==> src/rtl/mb_add_seq_pkg.sv <==
// Shared types and constants for the multi-byte sequential adder.
package mb_add_pkg;

    localparam int BYTE_W = 8;

    typedef logic [BYTE_W-1:0] byte_t;

    // IDLE: beat counter at 0, the next beat starts a transaction.
    // BUSY: a transaction is partially accepted.
    typedef enum logic {
        ST_IDLE = 1'b0,
        ST_BUSY = 1'b1
    } state_t;

    // Width of the beat counter for a given bytes-per-operand count.
    function automatic int cnt_width(input int num_bytes);
        return $clog2(num_bytes);
    endfunction

endpackage

==> src/rtl/mb_add_seq_if.sv <==
// Beat stream interface for mb_add_seq: operand beats in, result beats out.
//
// Handshake (both sides): a beat transfers on a rising clock edge where
// valid && ready are both high. A producer holding valid keeps its data
// stable until the transfer; ready may depend combinationally on the
// other side's ready (in_ready follows out_ready).
interface mb_add_seq_if;
    import mb_add_pkg::*;

    logic   in_valid;
    logic   in_ready;
    byte_t  in_a;
    byte_t  in_b;
    logic   in_cin;
    logic   out_valid;
    logic   out_ready;
    byte_t  out_sum;
    logic   out_last;
    logic   out_cout;
    logic   out_ovf;
    logic   busy;
    state_t state;   // debug view of the beat-sequencing FSM

    modport master (
        output in_valid, in_a, in_b, in_cin, out_ready,
        input  in_ready, out_valid, out_sum, out_last, out_cout, out_ovf,
               busy, state
    );

    modport slave (
        input  in_valid, in_a, in_b, in_cin, out_ready,
        output in_ready, out_valid, out_sum, out_last, out_cout, out_ovf,
               busy, state
    );
endinterface

==> src/rtl/mb_add_seq_cla8_core.sv <==
// 8-bit carry-lookahead adder core, purely combinational.
module cla8_core
    import mb_add_pkg::*;
(
    input  byte_t a,
    input  byte_t b,
    input  logic  cin,
    output byte_t sum,
    output logic  cout
);
    byte_t             gen;
    byte_t             prop;
    logic [BYTE_W:0]   carry;

    assign gen  = a & b;
    assign prop = a ^ b;

    // Each carry is expanded from generate/propagate terms directly, so no
    // carry depends on a lower-order carry signal.
    always_comb begin
        logic term;
        logic prod;
        carry    = '0;
        carry[0] = cin;
        for (int i = 0; i < BYTE_W; i++) begin
            term = gen[i];
            prod = prop[i];
            for (int j = i - 1; j >= 0; j--) begin
                term = term | (prod & gen[j]);
                prod = prod & prop[j];
            end
            term         = term | (prod & cin);
            carry[i + 1] = term;
        end
    end

    assign sum  = prop ^ carry[BYTE_W-1:0];
    assign cout = carry[BYTE_W];
endmodule

==> src/rtl/mb_add_seq.sv <==
// Multi-byte sequential adder: streams LSB-first byte pairs through one
// 8-bit CLA core, chaining the carry between beats of a transaction.
module mb_add_seq
    import mb_add_pkg::*;
#(
    parameter int NUM_BYTES = 4
) (
    input logic         clk,
    input logic         rst_n,
    mb_add_seq_if.slave bus
);
    localparam int               CNT_W     = cnt_width(NUM_BYTES);
    localparam logic [CNT_W-1:0] LAST_BEAT = CNT_W'(NUM_BYTES - 1);

    state_t           state;
    logic [CNT_W-1:0] cnt_q, cnt_d;
    logic             carry_q, carry_d;
    logic             out_valid_q, out_valid_d;
    byte_t            out_sum_q, out_sum_d;
    logic             out_last_q, out_last_d;
    logic             out_cout_q, out_cout_d;
    logic             out_ovf_q, out_ovf_d;

    logic             accept;
    logic             last_beat;
    logic             c_in;
    byte_t            core_sum;
    logic             core_cout;
    logic             byte_ovf;

    // No skid buffer: a new beat is taken only when the output register is
    // empty or being drained in the same cycle.
    assign bus.in_ready = !out_valid_q || bus.out_ready;
    assign accept       = bus.in_valid && bus.in_ready;

    assign state     = (cnt_q == '0) ? ST_IDLE : ST_BUSY;
    assign last_beat = (cnt_q == LAST_BEAT);
    assign c_in      = (state == ST_IDLE) ? bus.in_cin : carry_q;

    cla8_core u_core (
        .a    (bus.in_a),
        .b    (bus.in_b),
        .cin  (c_in),
        .sum  (core_sum),
        .cout (core_cout)
    );

    // Sign bits of this byte only matter on the top byte.
    assign byte_ovf = (bus.in_a[7] == bus.in_b[7]) && (core_sum[7] != bus.in_a[7]);

    // Next-state and output-register logic; everything holds unless a beat
    // is accepted or the held result drains.
    always_comb begin
        cnt_d       = cnt_q;
        carry_d     = carry_q;
        out_valid_d = out_valid_q;
        out_sum_d   = out_sum_q;
        out_last_d  = out_last_q;
        out_cout_d  = out_cout_q;
        out_ovf_d   = out_ovf_q;

        if (accept) begin
            out_valid_d = 1'b1;
            out_sum_d   = core_sum;
            out_last_d  = last_beat;
            out_cout_d  = last_beat && core_cout;
            out_ovf_d   = last_beat && byte_ovf;

            case (state)
                ST_IDLE: begin
                    // At least two beats per transaction, so beat 0 is never last.
                    cnt_d   = CNT_W'(1);
                    carry_d = core_cout;
                end
                default: begin
                    if (last_beat) begin
                        cnt_d   = '0;
                        carry_d = 1'b0;
                    end else begin
                        cnt_d   = cnt_q + CNT_W'(1);
                        carry_d = core_cout;
                    end
                end
            endcase
        end else if (bus.out_ready) begin
            out_valid_d = 1'b0;
        end
    end

    // State and output registers with synchronous active-low reset.
    always_ff @(posedge clk) begin
        if (!rst_n) begin
            cnt_q       <= '0;
            carry_q     <= 1'b0;
            out_valid_q <= 1'b0;
            out_sum_q   <= '0;
            out_last_q  <= 1'b0;
            out_cout_q  <= 1'b0;
            out_ovf_q   <= 1'b0;
        end else begin
            cnt_q       <= cnt_d;
            carry_q     <= carry_d;
            out_valid_q <= out_valid_d;
            out_sum_q   <= out_sum_d;
            out_last_q  <= out_last_d;
            out_cout_q  <= out_cout_d;
            out_ovf_q   <= out_ovf_d;
        end
    end

    assign bus.out_valid = out_valid_q;
    assign bus.out_sum   = out_sum_q;
    assign bus.out_last  = out_last_q;
    assign bus.out_cout  = out_cout_q;
    assign bus.out_ovf   = out_ovf_q;
    assign bus.busy      = (state == ST_BUSY);
    assign bus.state     = state;
endmodule
==> src/flat_wrapper.sv <==
// flat-port wrapper written by rule: the top's interface ports become plain ports
module mb_add_seq_flat import mb_add_pkg::*;
#(
    parameter int NUM_BYTES = 4
)
  (clk, rst_n, bus_in_valid, bus_in_a, bus_in_b, bus_in_cin, bus_out_ready, bus_in_ready, bus_out_valid, bus_out_sum, bus_out_last, bus_out_cout, bus_out_ovf, bus_busy, bus_state);
  mb_add_seq_if bus_i ();
  input logic clk;
  input logic rst_n;
  input wire logic [$bits(bus_i.in_valid)-1:0] bus_in_valid;
  input wire logic [$bits(bus_i.in_a)-1:0] bus_in_a;
  input wire logic [$bits(bus_i.in_b)-1:0] bus_in_b;
  input wire logic [$bits(bus_i.in_cin)-1:0] bus_in_cin;
  input wire logic [$bits(bus_i.out_ready)-1:0] bus_out_ready;
  output wire logic [$bits(bus_i.in_ready)-1:0] bus_in_ready;
  output wire logic [$bits(bus_i.out_valid)-1:0] bus_out_valid;
  output wire logic [$bits(bus_i.out_sum)-1:0] bus_out_sum;
  output wire logic [$bits(bus_i.out_last)-1:0] bus_out_last;
  output wire logic [$bits(bus_i.out_cout)-1:0] bus_out_cout;
  output wire logic [$bits(bus_i.out_ovf)-1:0] bus_out_ovf;
  output wire logic [$bits(bus_i.busy)-1:0] bus_busy;
  output wire logic [$bits(bus_i.state)-1:0] bus_state;
  assign bus_i.in_valid = bus_in_valid;
  assign bus_i.in_a = bus_in_a;
  assign bus_i.in_b = bus_in_b;
  assign bus_i.in_cin = bus_in_cin;
  assign bus_i.out_ready = bus_out_ready;
  assign bus_in_ready = bus_i.in_ready;
  assign bus_out_valid = bus_i.out_valid;
  assign bus_out_sum = bus_i.out_sum;
  assign bus_out_last = bus_i.out_last;
  assign bus_out_cout = bus_i.out_cout;
  assign bus_out_ovf = bus_i.out_ovf;
  assign bus_busy = bus_i.busy;
  assign bus_state = bus_i.state;
  mb_add_seq #(.NUM_BYTES(NUM_BYTES)) u_core (.clk(clk), .rst_n(rst_n), .bus(bus_i));
endmodule
==> config.mk <==
export PLATFORM = sky130hd
export DESIGN_NAME = mb_add_seq_flat
export DESIGN_NICKNAME = d
export VERILOG_FILES = /design/src/rtl/mb_add_seq_pkg.sv /design/src/rtl/mb_add_seq_if.sv /design/src/rtl/mb_add_seq_cla8_core.sv /design/src/rtl/mb_add_seq.sv /design/src/flat_wrapper.sv
export SDC_FILE = /design/constraint.sdc
export NUM_CORES = 1
export LEC_CHECK = 0
export ABC_CLOCK_PERIOD_IN_PS = 3440
export CELL_PAD_IN_SITES_DETAIL_PLACEMENT = 1
export CELL_PAD_IN_SITES_GLOBAL_PLACEMENT = 1
export CORE_MARGIN = 5
export CORE_UTILIZATION = 34
export DETAILED_ROUTE_END_ITERATION = 10
export GPL_TIMING_DRIVEN = 0
export PLACE_DENSITY = 0.94
export SYNTH_ARGS = -nofsm -noshare
export SYNTH_HDL_FRONTEND = slang
export SYNTH_SLANG_ARGS = --single-unit
export TNS_END_PERCENT = 5
==> constraint.sdc <==
create_clock -name clk -period 3.44 [get_ports clk]
set_clock_uncertainty 0.2 [all_clocks]
set_input_delay 0.688 -clock clk [delete_from_list [all_inputs] [get_ports clk]]
set_output_delay 0.688 -clock clk [all_outputs]
set_load 0.03 [all_outputs]
==> key figures, run 1 <==
Run status
  – Outcome: finished, final reports clean

Synthesis
  – Net Count, Synth: about 150
  – Area contributors post-synth: dfxtp_1 30%, ha_1 14%, nand2_1 4.9%, nand3_1 4.0%, inv_1 3.4%
  – Synth Area in Adders: between 15 and 20%
  – Top cell type's share of synthesized area: between 30% and 40%
  – Cell variety after synth: 34
  – Cells after synthesis: between 100 and 150
  – Post-synthesis compound-gate area fraction: approximately a fifth
  – Post-synth ARST share: 0%
  – Mux share of post-synthesis cell area: about 3.6%
  – Simple-gate share of the synthesized area: 18.7%
  – Number of synthesized flops with an enable pin: 0
  – Synth Warn #: 0
  – Register area share after synthesis: between 30 and 40%
  – Largest family of logic cells by synthesized area: compound AO/OA/AOI/OAI gates
  – Mapped Area: around 1000 um2
  – Post-Synth XOR/XNOR Area: around 5.3%
  – Synth area leader: dfxtp_1
  – Mean Syn Cell Area: between 8 and 9 um2
  – Main synth FF type: dfxtp_1
  – #FFs+latches synth: 15

Power and ir drop
  – Clock group share of total power: a little over a fifth
  – Logic pwr share: 39.3%
  – PwrDens: around 360 nW/um2
  – Peak VDD IR: approximately 0.19 mV
  – Switching share of power: between 30% and 40%
  – Internal: 322 uW
  – Flop pwr share: about two fifths
  – P_sw: 182 uW
  – Pleak: between 0.5 and 0.6 nW

Drt
  – Vias: between 1000 and 1500
  – Drt drc: 0
  – Post-route ant nets: 0
  – Initial drt markers: 24
  – Vias per std cell: between 5 and 6
  – Routed wire length: around 3000 um
  – Detailed Routing Iterations Pass 1: 4
  – Wire per inst: 15.9 um

Placement
  – Cell Area, Placed: between 1000 and 1500 um2
  – Port bufs: 35
  – Post-detail-place hpwl: between 2000 and 2500 um
  – Routability Congestion: just under 0.8

Timing
  – Final setup viols: 0
  – Final min period: slightly below 3 ns
  – Worst slew margin relative to its limit: 65.5%
  – Unrepaired setup endpoints after global routing: false
  – Sum of negative setup slack: 0 ns
  – Fmax: between 300 and 400 MHz
  – Final Hold Fails: 0
  – Fin crit share: a little over four fifths
  – WHS: roughly 0.26 ns
  – Max Slew Vio Count: 0
  – Worst-margin pin slew: a little over 0.5 ns

Clocking
  – Clk slew on worst S/H paths: approximately 0.10 ns
  – Htree depth: 1
  – Worst-Skew Late Latency: around 0.29 ns
  – Total CTS buffers: 3
  – Clock root cell: clkbuf_4
  – Post-CTS sizing: 0
  – Clock buffer depth: 2
  – CTS tree: yes
  – CTS Sinks: 15
  – Post-CTS Setup Repair Bufs: 0
  – CTS Hold Bufs: 0

Global route
  – Largest net degree at the start of global routing: 11
  – Initial antenna violation count: 0
  – First-pass GRT wire length: approximately 4800 um
  – Total grt overflow: 0
  – GRT Total Usage: between 10 and 15%
  – Via count of the first global-routing pass: between 1000 and 1500

Critical path
  – Worst setup EP type: output port
  – Arr. time, crit path: a little over 2 ns
  – R2r worst-path depth: 7
  – Worst EP required: about 2.6 ns
  – R2r endpoint: u_core.bus.out_ovf
  – Reg2Reg Setup Slack: approximately 1.1 ns
  – Critical R2R Launch: u_core.cnt_q[1]
  – Crit-path max FO: 4
  – Startpoint Class: input port
  – Crit Path Class: in -> out

Min path
  – Hold Startpoint: u_core.bus.out_sum[1]
  – Hold Path Sink: u_core.bus.out_sum[1]
  – Hold WC Path Type: reg -> reg
  – Hold path cells: 2

Floorplanning
  – I/O pin count: 36
  – Die Y: 64.1 um
  – FP Rows: 19
  – Starting density of the core: between 30% and 40%
  – Area of the core: around 2800 um2
  – Chip width: 64.1 um
  – DIE AREA: about 4100 um2

Cells and area
  – Layout cells sized above 1: under 10%
  – Fin util: between 50% and 60%
  – Finished Cell Area: 1410 um2
  – N_diodes: 0
  – Final nets: about 190
  – P&R area growth vs syn: 41.9%
  – Commonest non-fill, non-tap cells in the layout: 35 x clkdlybuf4s50_1, 15 x dfxtp_1, 13 x nand2_1
  – Commonest non-fill, non-tap cell in the layout: clkdlybuf4s50_1

Run
  – Max_cap viols: 0
logic make-up (layout without fill, tap and decap cells):
family	Yosys count	in the layout
xor+xnor	6	6
buf+inv	16	55
fa+ha+maj	12	12
mux	3	3
compound gates	27	27
simple gates	39	39
flops	15	15
worst max-delay path by stage:
stage	start	endpoint	slack [ns]	depth (start not counted)
detailed placement	bus_in_b[1]	u_core.bus.out_ovf	0.34	7
finish	bus_out_ready	bus_in_ready	0.52	3
CTS	bus_out_ready	bus_in_ready	0.52	3
global placement	bus_in_b[1]	u_core.bus.out_ovf	0.43	7
floorplan	bus_in_b[1]	u_core.bus.out_ovf	0.99	6
global route	bus_out_ready	bus_in_ready	0.47	3
metrics by stage:
stage,instances,setup WS (ns),power (mW)
after floorplan,118,0.989,0.320
after global routing,188,0.473,0.534
after global placement,184,0.431,0.388
final,188,0.522,0.504
after detailed placement,184,0.345,0.398
after CTS,188,0.519,0.504
power groups by stage:
stage | clock [mW] | combinational (mW) | sequential (mW)
after floorplan | 0 | 0.0993 | 0.221
after global placement | 0 | 0.189 | 0.199
after detailed placement | 0 | 0.198 | 0.200
after CTS | 0.108 | 0.200 | 0.196
after global routing | 0.121 | 0.215 | 0.198
final | 0.110 | 0.198 | 0.196
synthesized netlist by cell type, types with 2 or more instances:
master and count:
nand4_1 3, xor2_1 3, dfxtp_1 15, xnor2_1 3, inv_1 9, a21oi_1 6, a31oi_1 3, o21ai_0 4
o31ai_1 2, a21o_1 4, a211oi_1 2, clkbuf_1 6, nor2_1 5, nor3_1 4, nand2_1 13, ha_1 11
nand3_1 8
sequential cells by signal, indices dropped and copies added, names as in the netlist:
name and count:
u_core.bus.out_ovf 1, u_core.carry_q 1, u_core.bus.out_sum 8, u_core.bus.out_valid 1, u_core.cnt_q 2, u_core.bus.out_cout 1
u_core.bus.out_last 1
metal layers:
metal,GRT usage (%),vias up,wire [um]
li1,-,495,-
met1,15.2,493,1150
met2,27.8,35,1600
met3,2.98,9,174
met4,6.36,0,73
met5,0,-,0
worst max-delay path: stages:
cell	delay, ns
clkdlybuf4s50_1	0.47
nand2b_1	0.17
clkdlybuf4s50_1	0.70
final cells by class:
type,count,area [um2]
buffer,7,30.0
clock inverter,1,5.00
tap,31,38.8
timing repair buffer,35,350
sequential,15,300
clock buffer,3,22.5
multi-input combinational,87,631
inverter,9,33.8
fill,336,1370
(Power assumes the default switching activity.)
==> inputs of run 2 (changes only) <==
--- a/config.mk
+++ b/config.mk
@@ -5,14 +5,14 @@
 export SDC_FILE = /design/constraint.sdc
 export NUM_CORES = 1
 export LEC_CHECK = 0
-export ABC_CLOCK_PERIOD_IN_PS = 3440
+export ABC_CLOCK_PERIOD_IN_PS = 2850
 export CELL_PAD_IN_SITES_DETAIL_PLACEMENT = 1
 export CELL_PAD_IN_SITES_GLOBAL_PLACEMENT = 1
 export CORE_MARGIN = 5
-export CORE_UTILIZATION = 34
+export CORE_UTILIZATION = 31
 export DETAILED_ROUTE_END_ITERATION = 10
 export GPL_TIMING_DRIVEN = 0
-export PLACE_DENSITY = 0.94
+export PLACE_DENSITY = 0.87
 export SYNTH_ARGS = -nofsm -noshare
 export SYNTH_HDL_FRONTEND = slang
 export SYNTH_SLANG_ARGS = --single-unit
==> constraint.sdc (replaced) <==
create_clock -name clk -period 2.85 [get_ports clk]
set_clock_uncertainty 0.2 [all_clocks]
set_input_delay 0.57 -clock clk [delete_from_list [all_inputs] [get_ports clk]]
set_output_delay 0.57 -clock clk [all_outputs]
set_load 0.03 [all_outputs]
==> key figures, run 2 (synthesis results as in run 1) <==
Min path
  – Hold Path Sink: u_core.bus.out_sum[1]
  – Hold WC Path Type: reg -> reg
  – Hold Startpoint: u_core.bus.out_sum[1]
  – Hold path cells: 2 (unchanged)

Clocking
  – CTS Hold Bufs: 0 (unchanged)
  – Clock root cell: clkbuf_4
  – Clock buffer depth: 2 (unchanged)
  – Post-CTS Setup Repair Bufs: 0 (unchanged)
  – CTS Sinks: 15 (unchanged)
  – CTS tree: yes
  – Total CTS buffers: 3 (unchanged)
  – Htree depth: 1 (unchanged)
  – Worst-Skew Late Latency: 0.30 ns (about the same)
  – Clk slew on worst S/H paths: 0.08 ns (-0.02 ns)
  – Post-CTS sizing: 0 (unchanged)

Floorplanning
  – I/O pin count: 36 (unchanged)
  – DIE AREA: 4440 um2 (+8.1%)
  – Starting density of the core: 32.3% (-3.4 points)
  – Chip width: 66.6 um (+4.0%)
  – Area of the core: 3080 um2 (+11%)
  – Die Y: 66.6 um (+4.0%)
  – FP Rows: 20 (+1)

Run status
  – Outcome: finished, final reports clean

Drt
  – Initial drt markers: 21 (-13%)
  – Wire per inst: 14.2 um (-11%)
  – Routed wire length: 2860 um (-4.3%)
  – Drt drc: 0 (unchanged)
  – Vias: 982 (-4.8%)
  – Vias per std cell: 4.89 (-11%)
  – Detailed Routing Iterations Pass 1: 3 (-1)
  – Post-route ant nets: 0 (unchanged)

Cells and area
  – Fill cell count: 381 (+13%)
  – Layout cells sized above 1: 5.10% (-0.64 points)
  – Final nets: 191 (unchanged)
  – Max reg flops: 8 (unchanged)
  – Commonest non-fill, non-tap cell in the layout: clkdlybuf4s50_1
  – Commonest non-fill, non-tap cells in the layout: 35 x clkdlybuf4s50_1, 15 x dfxtp_1, 13 x nand2_1
  – P&R area growth vs syn: 43.4%
  – N_diodes: 0 (unchanged)
  – Finished Cell Area: 1430 um2 (+1.1%)

Critical path
  – Crit-path max cell delay: 0.40 ns (-0.30 ns)
  – CP cell instances: clkdlybuf4s50_1, ha_1, a21o_1, a221oi_4, o21ai_0, xnor2_1, o41ai_1
  – Startpoint Class: input port
  – R2r endpoint: u_core.bus.out_ovf
  – Critical R2R Launch: u_core.cnt_q[1]
  – Slowest CP cell: clkdlybuf4s50_1
  – Arr. time, crit path: 2.66 ns (+0.63 ns)
  – Crit-path max FO: 5 (+1)
  – Worst setup EP type: flip-flop
  – R2r worst-path depth: 7 (unchanged)
  – Reg2Reg Setup Slack: 0.44 ns (-0.63 ns)
  – Crit Path Class: in -> reg
  – Worst EP required: 2.83 ns (+0.28 ns)

Run
  – Max_cap viols: 0 (unchanged)

Global route
  – Initial antenna violation count: 0 (unchanged)
  – Total grt overflow: 0 (unchanged)
  – GRT Total Usage: 14.6% (about the same)
  – First-pass GRT wire length: 4940 um (+3.2%)
  – Met1 Use GR: 15.1% (-0.11 points)
  – GRT met2 Usage: 28.5% (+0.70 points)
  – Largest net degree at the start of global routing: 11 (unchanged)
  – GR peak layer: met2
  – Via count of the first global-routing pass: 1085 (+1.1%)
  – GRT met3 Usage: 3.88% (+0.90 points)

Timing
  – Final Hold Fails: 0 (unchanged)
  – Final setup viols: 0 (unchanged)
  – Fmax: approximately 370 MHz
  – Worst-margin pin slew: 0.502 ns (-0.0160 ns)
  – Max Slew Vio Count: 0 (unchanged)
  – Worst slew margin relative to its limit: 66.5% (+1.1 points)
  – Sum of negative setup slack: 0 ns (unchanged)
  – Final min period: ~2.7 ns
  – Unrepaired setup endpoints after global routing: false
  – Fin crit share: between 90% and 100%

Power and ir drop
  – Peak VDD IR: 0.247 mV (+31%)
  – PwrDens: 422 nW/um2 (+18%)
  – Pleak: 0.573 nW (-0.47%)

Placement
  – Routability Congestion: 0.822 (+5.4%)
  – Post-detail-place hpwl: 2330 um (-2.7%)
  – Port bufs: 35 (unchanged)
  – Cell Area, Placed: 1400 um2 (+1.2%)
run 2: cell types whose count changed in the layout (fill, tap and decap cells not counted):
| cell | change |
|---|---|
| clkbuf_1 | +1 |
| clkinv_2 | -1 |
run 2: stage by stage:
step	setup WS (ns)	util (%)	instances	hold slack, ns	power (mW)
after floorplan	0.517	-	118	0.246	0.386
after global placement	-0.0633	45.5	197	0.238	0.469
after detailed placement	-0.125	45.5	197	0.244	0.480
after CTS	0.182	46.3	201	0.256	0.610
after global routing	0.0446	46.3	201	0.297	0.644
final	0.173	46.3	201	0.253	0.601
run 2: how the worst max path moves through the flow:
| stage | start | to | slack [ns] | depth (start not counted) |
|---|---|---|---|---|
| finish | bus_in_b[1] | u_core.bus.out_ovf | 0.17 | 7 |
| global route | bus_in_b[1] | u_core.bus.out_ovf | 0.04 | 7 |
| CTS | bus_in_b[1] | u_core.bus.out_ovf | 0.18 | 7 |
| detailed placement | bus_in_b[1] | u_core.bus.out_ovf | -0.13 | 7 |
| global placement | bus_in_b[1] | u_core.bus.out_ovf | -0.06 | 7 |
| floorplan | bus_in_b[1] | u_core.bus.out_ovf | 0.52 | 6 |
run 2: area by class of cell:
type	count	area [um2]	share of cell area [%]
Buffer	7	30.0	2.11
Clock buffer	4	26.3	1.84
Inverter	9	33.8	2.37
Multi-Input combinational cell	87	631	44.2
Sequential cell	15	300	21.1
Tap cell	44	55.1	3.86
Timing Repair Buffer	35	350	24.6
run 2: routing by layer:
layer,part of all wire (%),wire [um]
met3,5.9,170
met1,39,1110
met5,0,0
met4,1.1,31
met2,54,1550
run 2: critical path: cells and delay by family:
family | cells | cell delay (ns)
adders and majority gates | 1 | 0.35
xor gates and xnor gates | 1 | 0.18
buffers and inverters | 1 | 0.40
AOI/OAI and AO/OA | 4 | 1.16
run 2: power by group:
| group | internal, mW | leakage, nW | switching (mW) |
|---|---|---|---|
| sequential | 0.227 | 0.123 | 0.00966 |
| combinational | 0.109 | 0.435 | 0.128 |
| clock | 0.0545 | 0.0150 | 0.0732 |
| total | 0.390 | 0.573 | 0.211 |
